===== config.mk =====
export PLATFORM = sky130hd
export DESIGN_NAME = stage_1_fetch_flat
export DESIGN_NICKNAME = d
export VERILOG_FILES = /design/src/rtl/stage_1_fetch_pkg.sv /design/src/rtl/stage_1_fetch_if.sv /design/src/rtl/stage_1_fetch_fifo.sv /design/src/rtl/stage_1_fetch.sv /design/src/flat_wrapper.sv
export SDC_FILE = /design/constraint.sdc
export NUM_CORES = 1
export LEC_CHECK = 0
export CAP_MARGIN = 25
export CORE_UTILIZATION = 30
export CTS_CLUSTER_SIZE = 14
export DETAILED_ROUTE_END_ITERATION = 7
export GPL_TIMING_DRIVEN = 0
export PLACE_DENSITY = 0.5
export SLEW_MARGIN = 30
export SYNTH_ARGS = -nofsm -noshare
export SYNTH_HDL_FRONTEND = slang
export SYNTH_SLANG_ARGS = --single-unit

===== constraint.sdc =====
create_clock -name clk -period 4.7 [get_ports clk]
set_clock_uncertainty 0.2 [all_clocks]
set_input_delay 0.94 -clock clk [delete_from_list [all_inputs] [get_ports clk]]
set_output_delay 0.94 -clock clk [all_outputs]
set_load 0.02 [all_outputs]

===== src/rtl/stage_1_fetch_pkg.sv =====
// stage_1_fetch_pkg: shared types and constants for the fetch stage
package stage_1_fetch_pkg;
    typedef logic [31:0] addr_t;
    typedef logic [31:0] data_t;
    typedef logic bool_t;
    typedef struct packed {
        addr_t pc;
        data_t instr;
    } fetch_entry_t;
    localparam data_t NOP_INSTR = 32'h0000_0013;
endpackage


===== src/rtl/stage_1_fetch_if.sv =====
// stage_1_fetch_if: instruction-memory request/response channel
interface stage_1_fetch_if;
    import stage_1_fetch_pkg::*;
    bool_t imem_req_valid;
    bool_t imem_req_ready;
    addr_t imem_req_addr;
    bool_t imem_resp_valid;
    data_t imem_resp_data;
    modport master (
        output imem_req_valid, imem_req_addr,
        input  imem_req_ready, imem_resp_valid, imem_resp_data
    );
    modport slave (
        input  imem_req_valid, imem_req_addr,
        output imem_req_ready, imem_resp_valid, imem_resp_data
    );
endinterface


===== src/rtl/stage_1_fetch_fifo.sv =====
// stage_1_fetch_fifo: small in-order queue with flush, used for fetched words and in-flight PCs
module stage_1_fetch_fifo
    import stage_1_fetch_pkg::*;
#(
    parameter int DEPTH = 2,
    parameter type T = fetch_entry_t,
    parameter int CW = $clog2(DEPTH + 1)
) (
    input  logic          clk,
    input  logic          rst_n,
    input  logic          push,
    input  logic          pop,
    input  logic          flush,
    input  T              push_data,
    output T              head,
    output logic          full,
    output logic          empty,
    output logic [CW-1:0] count
);
    localparam int PW = DEPTH > 1 ? $clog2(DEPTH) : 1;
    T mem [DEPTH];
    logic [PW-1:0] rd_ptr, wr_ptr;
    logic do_pop;
    function automatic logic [PW-1:0] nxt(input logic [PW-1:0] p);
        return p == PW'(DEPTH - 1) ? '0 : p + 1'b1;
    endfunction
    assign empty  = count == '0;
    assign full   = count == CW'(DEPTH);
    assign do_pop = pop && !empty;
    assign head   = mem[rd_ptr];
    always_ff @(posedge clk)
        if (push && !flush) mem[wr_ptr] <= push_data;
    always_ff @(posedge clk or negedge rst_n) begin
        if (!rst_n) begin
            rd_ptr <= '0;
            wr_ptr <= '0;
            count  <= '0;
        end else if (flush) begin
            rd_ptr <= '0;
            wr_ptr <= '0;
            count  <= '0;
        end else begin
            wr_ptr <= push ? nxt(wr_ptr) : wr_ptr;
            rd_ptr <= do_pop ? nxt(rd_ptr) : rd_ptr;
            count  <= count + CW'(push) - CW'(do_pop);
        end
    end
    // The credit scheme upstream must make this unreachable
    assert property (@(posedge clk) disable iff (!rst_n) !(push && full && !flush));
endmodule


===== src/rtl/stage_1_fetch.sv =====
// stage_1_fetch: PC generation, credit-limited imem reads and an in-order fetch queue
// feeding decode one {instruction, pc, discard} triple per cycle.
module stage_1_fetch
    import stage_1_fetch_pkg::*;
#(
    parameter addr_t RESET_PC = 32'h0000_0000,
    parameter int    DEPTH    = 2
) (
    input  logic                   clk,
    input  logic                   rst_n,
    input  logic                   stall_in,
    input  logic                   redirect_enable,
    input  addr_t                  redirect_addr,
    stage_1_fetch_if.master        imem,
    output data_t                  instruction_out,
    output addr_t                  pc_out,
    output bool_t                  discard_out
);
    localparam int CW = $clog2(DEPTH + 1);
    addr_t pc, resp_pc;
    logic [CW-1:0] drop, n_out, n_q;
    fetch_entry_t head, resp_entry;
    logic q_empty, q_full, pcq_full, pcq_empty;
    logic fire, resp_ok, bypass, push, pop;
    logic unused_ok;
    assign imem.imem_req_valid = rst_n && (n_out + n_q < CW'(DEPTH)) && !redirect_enable;
    assign imem.imem_req_addr  = pc;
    assign fire       = imem.imem_req_valid && imem.imem_req_ready;
    assign resp_ok    = imem.imem_resp_valid && drop == '0;
    assign bypass     = !redirect_enable && !stall_in && q_empty && resp_ok;
    assign push       = resp_ok && !redirect_enable && !bypass;
    assign pop        = !redirect_enable && !stall_in && !q_empty;
    assign resp_entry = '{pc: resp_pc, instr: imem.imem_resp_data};
    assign unused_ok  = q_full ^ pcq_full ^ pcq_empty;
    stage_1_fetch_fifo #(.DEPTH(DEPTH), .T(fetch_entry_t)) u_resp_q (
        .clk(clk), .rst_n(rst_n), .push(push), .pop(pop), .flush(redirect_enable),
        .push_data(resp_entry), .head(head), .full(q_full), .empty(q_empty), .count(n_q)
    );
    // Every response pops its request PC, dropped or not, so the FIFO stays aligned
    stage_1_fetch_fifo #(.DEPTH(DEPTH), .T(addr_t)) u_pc_q (
        .clk(clk), .rst_n(rst_n), .push(fire), .pop(imem.imem_resp_valid), .flush(1'b0),
        .push_data(pc), .head(resp_pc), .full(pcq_full), .empty(pcq_empty), .count(n_out)
    );
    always_ff @(posedge clk or negedge rst_n) begin
        if (!rst_n) begin
            pc              <= RESET_PC;
            drop            <= '0;
            instruction_out <= NOP_INSTR;
            pc_out          <= RESET_PC;
            discard_out     <= 1'b1;
        end else begin
            pc   <= redirect_enable ? {redirect_addr[31:2], 2'b00} : fire ? pc + 32'd4 : pc;
            drop <= redirect_enable ? n_out - CW'(imem.imem_resp_valid)
                                    : drop - CW'(imem.imem_resp_valid && drop != '0);
            if (redirect_enable) begin
                instruction_out <= NOP_INSTR;
                discard_out     <= 1'b1;
            end else if (!stall_in) begin
                instruction_out <= !q_empty ? head.instr : bypass ? imem.imem_resp_data : NOP_INSTR;
                pc_out          <= !q_empty ? head.pc : bypass ? resp_pc : pc_out;
                discard_out     <= q_empty && !bypass;
            end
        end
    end
endmodule

===== src/flat_wrapper.sv =====
// flat-port wrapper written by rule: the top's interface ports become plain ports
module stage_1_fetch_flat import stage_1_fetch_pkg::*;
#(
    parameter addr_t RESET_PC = 32'h0000_0000,
    parameter int    DEPTH    = 2
)
  (clk, rst_n, stall_in, redirect_enable, redirect_addr, instruction_out, pc_out, discard_out, imem_imem_req_valid, imem_imem_req_addr, imem_imem_req_ready, imem_imem_resp_valid, imem_imem_resp_data);
  stage_1_fetch_if imem_i ();
  input  logic clk;
  input  logic rst_n;
  input  logic stall_in;
  input  logic redirect_enable;
  input  addr_t redirect_addr;
  output data_t instruction_out;
  output addr_t pc_out;
  output bool_t discard_out;
  output wire logic [$bits(imem_i.imem_req_valid)-1:0] imem_imem_req_valid;
  output wire logic [$bits(imem_i.imem_req_addr)-1:0] imem_imem_req_addr;
  input wire logic [$bits(imem_i.imem_req_ready)-1:0] imem_imem_req_ready;
  input wire logic [$bits(imem_i.imem_resp_valid)-1:0] imem_imem_resp_valid;
  input wire logic [$bits(imem_i.imem_resp_data)-1:0] imem_imem_resp_data;
  assign imem_imem_req_valid = imem_i.imem_req_valid;
  assign imem_imem_req_addr = imem_i.imem_req_addr;
  assign imem_i.imem_req_ready = imem_imem_req_ready;
  assign imem_i.imem_resp_valid = imem_imem_resp_valid;
  assign imem_i.imem_resp_data = imem_imem_resp_data;
  stage_1_fetch #(.RESET_PC(RESET_PC), .DEPTH(DEPTH)) u_core (.clk(clk), .rst_n(rst_n), .stall_in(stall_in), .redirect_enable(redirect_enable), .redirect_addr(redirect_addr), .imem(imem_i), .instruction_out(instruction_out), .pc_out(pc_out), .discard_out(discard_out));
endmodule

==> summary.md, run 1 <==
| Metric | Value |
|---|---|
| # Post-CTS Setup Buffers | 0 |
| Max_cap viols | 0 |
| Worst slew pin tran | about 0.98 ns |
| CTS tree | done |
| Crit-path cells | clkbuf_1 > clkbuf_2 > buf_1 > nor2_1 > clkdlybuf4s50_1 |
| Starting Density | between 30% and 40% |
| Core Region | between 0.03 and 0.04 mm² |
| Via/cell ratio | roughly 4.8 |
| Drt drc | 0 |
| Final Setup Violations | 0 |
| Final Hold Fails | 0 |
| CP max stage delay | 0.63 ns |
| Maximum VDD drop | roughly 0.22 mV |
| Max Freq | 229.4 MHz |
| Largest area contributor in the netlist | edfxtp_1 |
| WP data arrival | between 3 and 4 ns |
| Yosys warning count | 0 |
| Area growth syn-to-layout | 31.44% |
| Htree depth | 2 |
| WL per Instance | about 20 µm |
| Syn Inst Count | between 800 and 900 |
| Yosys cell types | 54 |
| Tcrit/Tclk final | about 93% |
| Tot Pwr | roughly 0.0076 W |
| CTS Root Cell | clkbuf_16 |
| RSZ-0062 raised after global routing | no |
| Number of I/O port buffers | 160 |
| N_diodes | 0 |
| Outcome | completed |
| Placed inst area | ~0.014 mm² |
| Hold crit path type | in -> async |
| Multi-input gate area | between 0.003 and 0.004 mm² |
| CP Capture Type | output pin |
| Rel. slew slack | between 30% and 40% |
| Post-Layout Inst Area | about 0.015 mm² |
| Clock latency on the worst-skew pair | between 0.5 and 0.6 ns |
| Seq/Total Area, Yosys | 69.21% |
| Synth Cell Area | around 0.012 mm² |
| Die area | ~0.04 mm² |
| Hold_buf cts | 0 |
| EDFF count, synth | around 180 |
| Drt first pass iters | 5 |
| Non-filler instance count after layout | 1,610 |
| CP max-delay cell | buf_1 |
| GRT Resource Usage Total | 16.33% |
| Initial antenna violation count | 0 |
| Vias in the first global route | 7,769 |
| Synth async-reset ratio | 35.89% |
| Buf/Inv on CP | 4 |
| Placed cells | ~1,500 |
| Pwr Density | slightly below 500 mW/mm² |
| Leakage | 5.501 nW |
| Sequential cell area | between 0.008 and 0.009 mm² |
| Setup TNS | 0 ns |
| Filler Cell Count | about 3,700 |
| CP top delay family | buffers and inverters |
| HPWL Detailed | about 22,000 µm |
| Mapped Avg Cell Area | 13.69 µm² |
| Num CTS Buffers | 34 |
| Ports | between 150 and 200 |
| Final wirelength | ~32,000 µm |
| Clock slew at reported path FFs | about 0.06 ns |
| Critical Path RT | between 3 and 4 ns |
| Detailed router's first-iteration violation count | ~490 |
| Top_reg_cell synth | edfxtp_1 |
| Vias | slightly below 8,000 |
| Pin count of the biggest net entering global routing | 60 |
| Seq cells post-synth | between 200 and 300 |
| Global-route wire length before repair | approximately 48,000 µm |
| Final net count | 1,143 |
| Layout cell share with drive strength beyond 1 | a little over a tenth |
| Final min period | 4.359 ns |
| CTS Sinks | 287 |
| Slew Viols, Final | 0 |
| Longest Clk Path Bufs | 3 |
| Antenna-violating nets left | 0 |
| WHS | ~0.16 ns |
| Die width | between 150 and 200 µm |
| Critical path class | in -> out |
| GRT overflow | 0 |
| Die Y | approximately 200 µm |
| Ranking of synthesized cells by area | edfxtp_1 47%, dfrtp_1 21%, mux2i_1 5.5% |
| Yosys top cell area share | roughly 47% |
| RD Place Congestion | a little over 0.8 |
| Worst setup SP type | input port |
| Std cell rows | about 70 |
| Largest fanout on the critical path | 10 |
==> cell usage in the layout (no fill, tap or decap), types with 5 or more instances in the layout <==
cell and instances:
a21oi_1 41, a221o_1 33, a22oi_1 8, buf_1 10
buf_16 9, clkbuf_1 40, clkbuf_16 34, clkdlybuf4s50_1 159
clkinv_2 5, dfrtp_1 99, edfxtp_1 184, ha_1 7
inv_1 17, mux2_2 30, mux2i_1 64, nand2_1 64
nand3_1 20, nand4_1 11, nor2_1 75, nor2b_1 7
nor3_1 5, nor4_1 6, o211ai_1 7, o21ai_0 47
o311ai_0 5, or3_1 8, xnor2_1 9
==> state kept, by name, summed over array words and instances (netlist names) <==
name and count:
u_core.discard_out 1, u_core.drop 2, u_core.imem.imem_req_addr 30, u_core.instruction_out 32, u_core.pc_out 30, u_core.u_pc_q.count 2
u_core.u_pc_q.mem 60, u_core.u_pc_q.rd_ptr 1, u_core.u_pc_q.wr_ptr 1, u_core.u_resp_q.count 2, u_core.u_resp_q.mem 124, u_core.u_resp_q.rd_ptr 1
u_core.u_resp_q.wr_ptr 1
==> cell usage after synthesis, types with 8 or more instances <==
cell type / count
inv_1: 17
xnor2_1: 9
clkbuf_1: 31
edfxtp_1: 184
o21ai_0: 47
a221o_1: 33
nand3_1: 20
mux2i_1: 64
dfrtp_1: 99
nand2_1: 64
or3_1: 8
buf_1: 10
a21oi_1: 41
nor2_1: 78
nand4_1: 11
mux2_2: 30
a22oi_1: 8
==> timing repair <==
item                                   in CTS  in global routing
gates resized for setup                     1                  0
setup endpoints to repair                   1                  0
endpoints found under the hold margin       0                  0
==> cells by family after synthesis <==
| group | share of synthesized area [%] |
|---|---|
| other | 0.03201 |
| and+or+nand+nor | 8.811 |
| muxes | 8.352 |
| AOI/OAI and AO/OA | 9.506 |
| buffers and inverters | 2.371 |
| adders and majority gates | 0.7476 |
| xor gates and xnor gates | 0.9719 |
| DFF | 69.21 |
==> stage by stage <==
step                utilization [%]  setup slack (ns)
floorplan                         -           -0.2476
global route                  39.94            0.2434
detailed placement            37.05          -0.01473
global placement              36.25            -5.256
finish                        39.94            0.3414
CTS                           39.94            0.2532
==> power by group <==
group          total, W  switching (W)  internal, W
Sequential      0.00328       0.000228      0.00305
Combinational   0.00175       0.000978     0.000769
Clock           0.00261        0.00103      0.00158
==> final cells by class <==
type / count / share of cell area [%]
Multi-Input combinational cell: 505 / 21.87
Clock inverter: 14 / 1.089
Tap cell: 518 / 4.209
Inverter: 18 / 0.4388
Buffer: 49 / 1.373
Timing Repair Buffer: 171 / 12.24
Clock buffer: 48 / 6.127
Sequential cell: 287 / 52.65
==> final timing paths <==
| check | startpoint | endpoint | slack [ns] | cells past startpoint |
|---|---|---|---|---|
| max | redirect_enable | imem_imem_req_valid | 0.34 | 5 |
| min | rst_n | u_core.imem.imem_req_addr[11]$_DFFE_PN0P_ | 0.16 | 1 |
| max reg2reg | u_core.u_pc_q.count[1]$_DFF_PN0_ | u_core.u_pc_q.mem[0][11]$_DFFE_PP_ | 1.04 | 7 |
| min reg2reg | u_core.pc_out[12]$_DFFE_PN0P_ | u_core.pc_out[12]$_DFFE_PN0P_ | 0.28 | 2 |
| max in group asynchronous | rst_n | u_core.instruction_out[0]$_DFFE_PN1P_ | 3.40 | 2 |
| min in group clk | u_core.pc_out[12]$_DFFE_PN0P_ | u_core.pc_out[12]$_DFFE_PN0P_ | 0.28 | 2 |
==> metal layers <==
layer / vias to the layer above / routed length [µm] / GRT usage [%]
li1: 3629 / - / -
met1: 3901 / 14160 / 22.27
met2: 196 / 15510 / 26.67
met3: 42 / 1638 / 2.633
met4: 0 / 654 / 4.750
met5: - / 0 / 0
(Power assumes the default switching activity.)
==> run 2: changes to the inputs <==
--- a/config.mk
+++ b/config.mk
@@ -11,7 +11,7 @@
 export DETAILED_ROUTE_END_ITERATION = 7
 export GPL_TIMING_DRIVEN = 0
 export PLACE_DENSITY = 0.5
-export SLEW_MARGIN = 30
+export SLEW_MARGIN = 25
 export SYNTH_ARGS = -nofsm -noshare
 export SYNTH_HDL_FRONTEND = slang
 export SYNTH_SLANG_ARGS = --single-unit
==> run 2 against run 1 <==
Net effect:
- clock-buffer cell count up 6
- worst hold slack better by 0.0094 ns
- power down 1.2%
- setup slack worse by 0.017 ns
- wire length up 0.90%
- non-clock buffer count down 1
- combinational power about the same
- largest cell class unchanged
==> summary.md, run 2 (same netlist as run 1, synthesis figures left out) <==
| Metric | Value |
|---|---|
| CTS tree | done (unchanged) |
| R2r setup slk | 1.11 ns (was 1.04 ns) |
| Die Y | 199.6 µm (unchanged) |
| Largest Register | u_core.u_resp_q.mem (unchanged) |
| Ports | 168 (unchanged) |
| Core Util, Final | 39.77% (was 39.94%) |
| Layout cell share with drive strength beyond 1 | 10.55% (was 10.90%) |
| Vias | 7,796 (was 7,768) |
| Setup ws final | 0.3245 ns (was 0.3414 ns) |
| Largest fanout on the critical path | 10 (unchanged) |
| CTS Sinks | 287 (unchanged) |
| Final net count | 1,142 (was 1,143) |
| Final wirelength | 32,250 µm (was 31,970 µm) |
| Post-Layout Inst Area | 0.01533 mm² (was 0.01540 mm²) |
| Starting Density | 30.38% (unchanged) |
| Die width | 199.6 µm (unchanged) |
| Vias in the first global route | 7,784 (was 7,769) |
| RR Startpoint | u_core.u_pc_q.count[1]$_DFF_PN0_ (unchanged) |
| Non-filler instance count after layout | 1,608 (was 1,610) |
| Met2 WL | 15,570 µm (was 15,510 µm) |
| Worst slack, placed | 0.001914 ns (was -0.01473 ns) |
| Core Region | 0.03856 mm² (unchanged) |
| Largest regs | u_core.u_resp_q.mem (124), u_core.u_pc_q.mem (60), u_core.instruction_out (32) (unchanged) |
| Longest Clk Path Bufs | 3 (unchanged) |
| Outcome | completed (unchanged) |
| CP Capture Type | output pin (unchanged) |
| Htree depth | 2 (unchanged) |
| Detailed router's first-iteration violation count | 388 (was 488) |
| Leakage | 5.473 nW (was 5.501 nW) |
| WP data arrival | 3.24 ns (was 3.22 ns) |
| Placed inst area | 0.01426 mm² (was 0.01429 mm²) |
| Max reg flops | 124 (unchanged) |
| Commonest non-fill, non-tap cell in the layout | edfxtp_1 (unchanged) |
| Reg2reg end | u_core.u_pc_q.mem[0][6]$_DFFE_PP_ (was u_core.u_pc_q.mem[0][11]$_DFFE_PP_) |
| HPWL Detailed | 22,220 µm (was 22,210 µm) |
| Final Hold Fails | 0 (unchanged) |
| Drt drc | 0 (unchanged) |
| Met1 wire length | 14,870 µm (was 14,160 µm) |
| Num CTS Buffers | 34 (unchanged) |
| Pwr Density | 492.2 mW/mm² (was 495.8 mW/mm²) |
| Rel. slew slack | 27.37% (was 34.18%) |
| Top layer in use | met4 (unchanged) |
| WL per Instance | 20.06 µm (was 19.85 µm) |
| Max Freq | 228.5 MHz (was 229.4 MHz) |
| # Post-CTS Setup Buffers | 0 (unchanged) |
| Pin count of the biggest net entering global routing | 60 (unchanged) |
| N_diodes | 0 (unchanged) |
| Filler Cell Count | 3,749 (was 3,712) |
| RSZ-0062 raised after global routing | no (unchanged) |
| GRT Resource Usage Total | 16.41% (was 16.33%) |
| WHS | 0.1663 ns (was 0.1569 ns) |
| Clock latency on the worst-skew pair | 0.52 ns (was 0.54 ns) |
| Placed cells | 1,547 (was 1,548) |
| Initial antenna violation count | 0 (unchanged) |
| Antenna-violating nets left | 0 (unchanged) |
| Via/cell ratio | 4.848 (was 4.825) |
| CTS Root Cell | clkbuf_16 (unchanged) |
| Tcrit/Tclk final | 93.10% (was 92.74%) |
| Clock slew at reported path FFs | 0.06 ns (about the same) |
| Wire length on met3 | 1174 µm (was 1638 µm) |
| Final Setup Violations | 0 (unchanged) |
| Max_cap viols | 0 (unchanged) |
| Std cell rows | 72 (unchanged) |
| Die area | 0.03984 mm² (unchanged) |
| Area growth syn-to-layout | 30.88% (was 31.44%) |
| R2R depth | 7 (unchanged) |
| Critical Path RT | 3.56 ns (about the same) |
| Global-route wire length before repair | 48,820 µm (was 48,480 µm) |
| RD Place Congestion | 0.8132 (unchanged) |
| Final min period | 4.376 ns (was 4.359 ns) |
| Maximum VDD drop | 0.2161 mV (was 0.2185 mV) |
| Worst setup SP type | input port (unchanged) |
| GRT overflow | 0 (unchanged) |
| Critical path class | in -> out (unchanged) |
| Drt first pass iters | 4 (was 5) |
| Number of I/O port buffers | 160 (unchanged) |
| Worst slew pin tran | 1.082 ns (was 0.9802 ns) |
| Hold crit path type | in -> async (unchanged) |
| Commonest non-fill, non-tap cells in the layout | 184 x edfxtp_1, 159 x clkdlybuf4s50_1, 99 x dfrtp_1 (unchanged) |
| Slew Viols, Final | 0 (unchanged) |
run 2: metrics by stage:
stage,total power (W),setup TNS (ns)
floorplan,0.004230,-30.70
global placement,0.005066,-1030.70
detailed placement,0.005110,0
CTS,0.007646,0
global route,0.007907,0
finish,0.007546,0
run 2: worst max-delay path, cell delays in order:
cell,delay (ns)
clkbuf_1,0.47
clkbuf_2,0.48
buf_1,0.64
nor2_1,0.12
clkdlybuf4s50_1,0.57
run 2: layout make-up:
| cell class | instances | area [µm²] | area share [%] |
|---|---|---|---|
| repair buffers | 170 | 1862 | 12.14 |
| clock buffers | 54 | 1016 | 6.626 |
| inverters | 18 | 67.56 | 0.4407 |
| well taps | 518 | 648.1 | 4.227 |
| multi-input cells | 505 | 3364 | 21.94 |
| flip-flops and latches | 287 | 8108 | 52.88 |
| clock inverters | 7 | 55.05 | 0.3591 |
| plain buffers | 49 | 211.5 | 1.379 |
run 2: per-layer routing:
layer / track usage, % / vias up
li1: - / 3622
met1: 22.68 / 3944
met2: 26.98 / 178
met3: 2.110 / 52
met4: 4.524 / 0
met5: 0 / -
run 2: timing repair:
action / in CTS / in global routing
hold buffers: 0 / 0
gates resized for setup: 1 / 0
setup endpoints to repair: 1 / 0
run 2: worst max path at each step:
stage / end / slack, ns / startpoint
5_1_grt: imem_imem_req_valid / 0.27 / redirect_enable
3_3_place_gp: u_core.u_pc_q.mem[0][7]$_DFFE_PP_ / -5.26 / rst_n
6_report: imem_imem_req_valid / 0.32 / redirect_enable
3_5_place_dp: imem_imem_req_valid / 0.002 / redirect_enable
4_1_cts: imem_imem_req_valid / 0.26 / redirect_enable
2_1_floorplan: u_core.u_resp_q.mem[0][0]$_DFFE_PP_ / -0.25 / imem_imem_resp_valid
run 2: where the power goes:
group	leakage, nW	switching, W	internal, W
sequential	2.97	0.000227	0.00305
combinational	1.98	0.000982	0.000768
clock	0.522	0.00103	0.00149
total	5.47	0.00224	0.00531
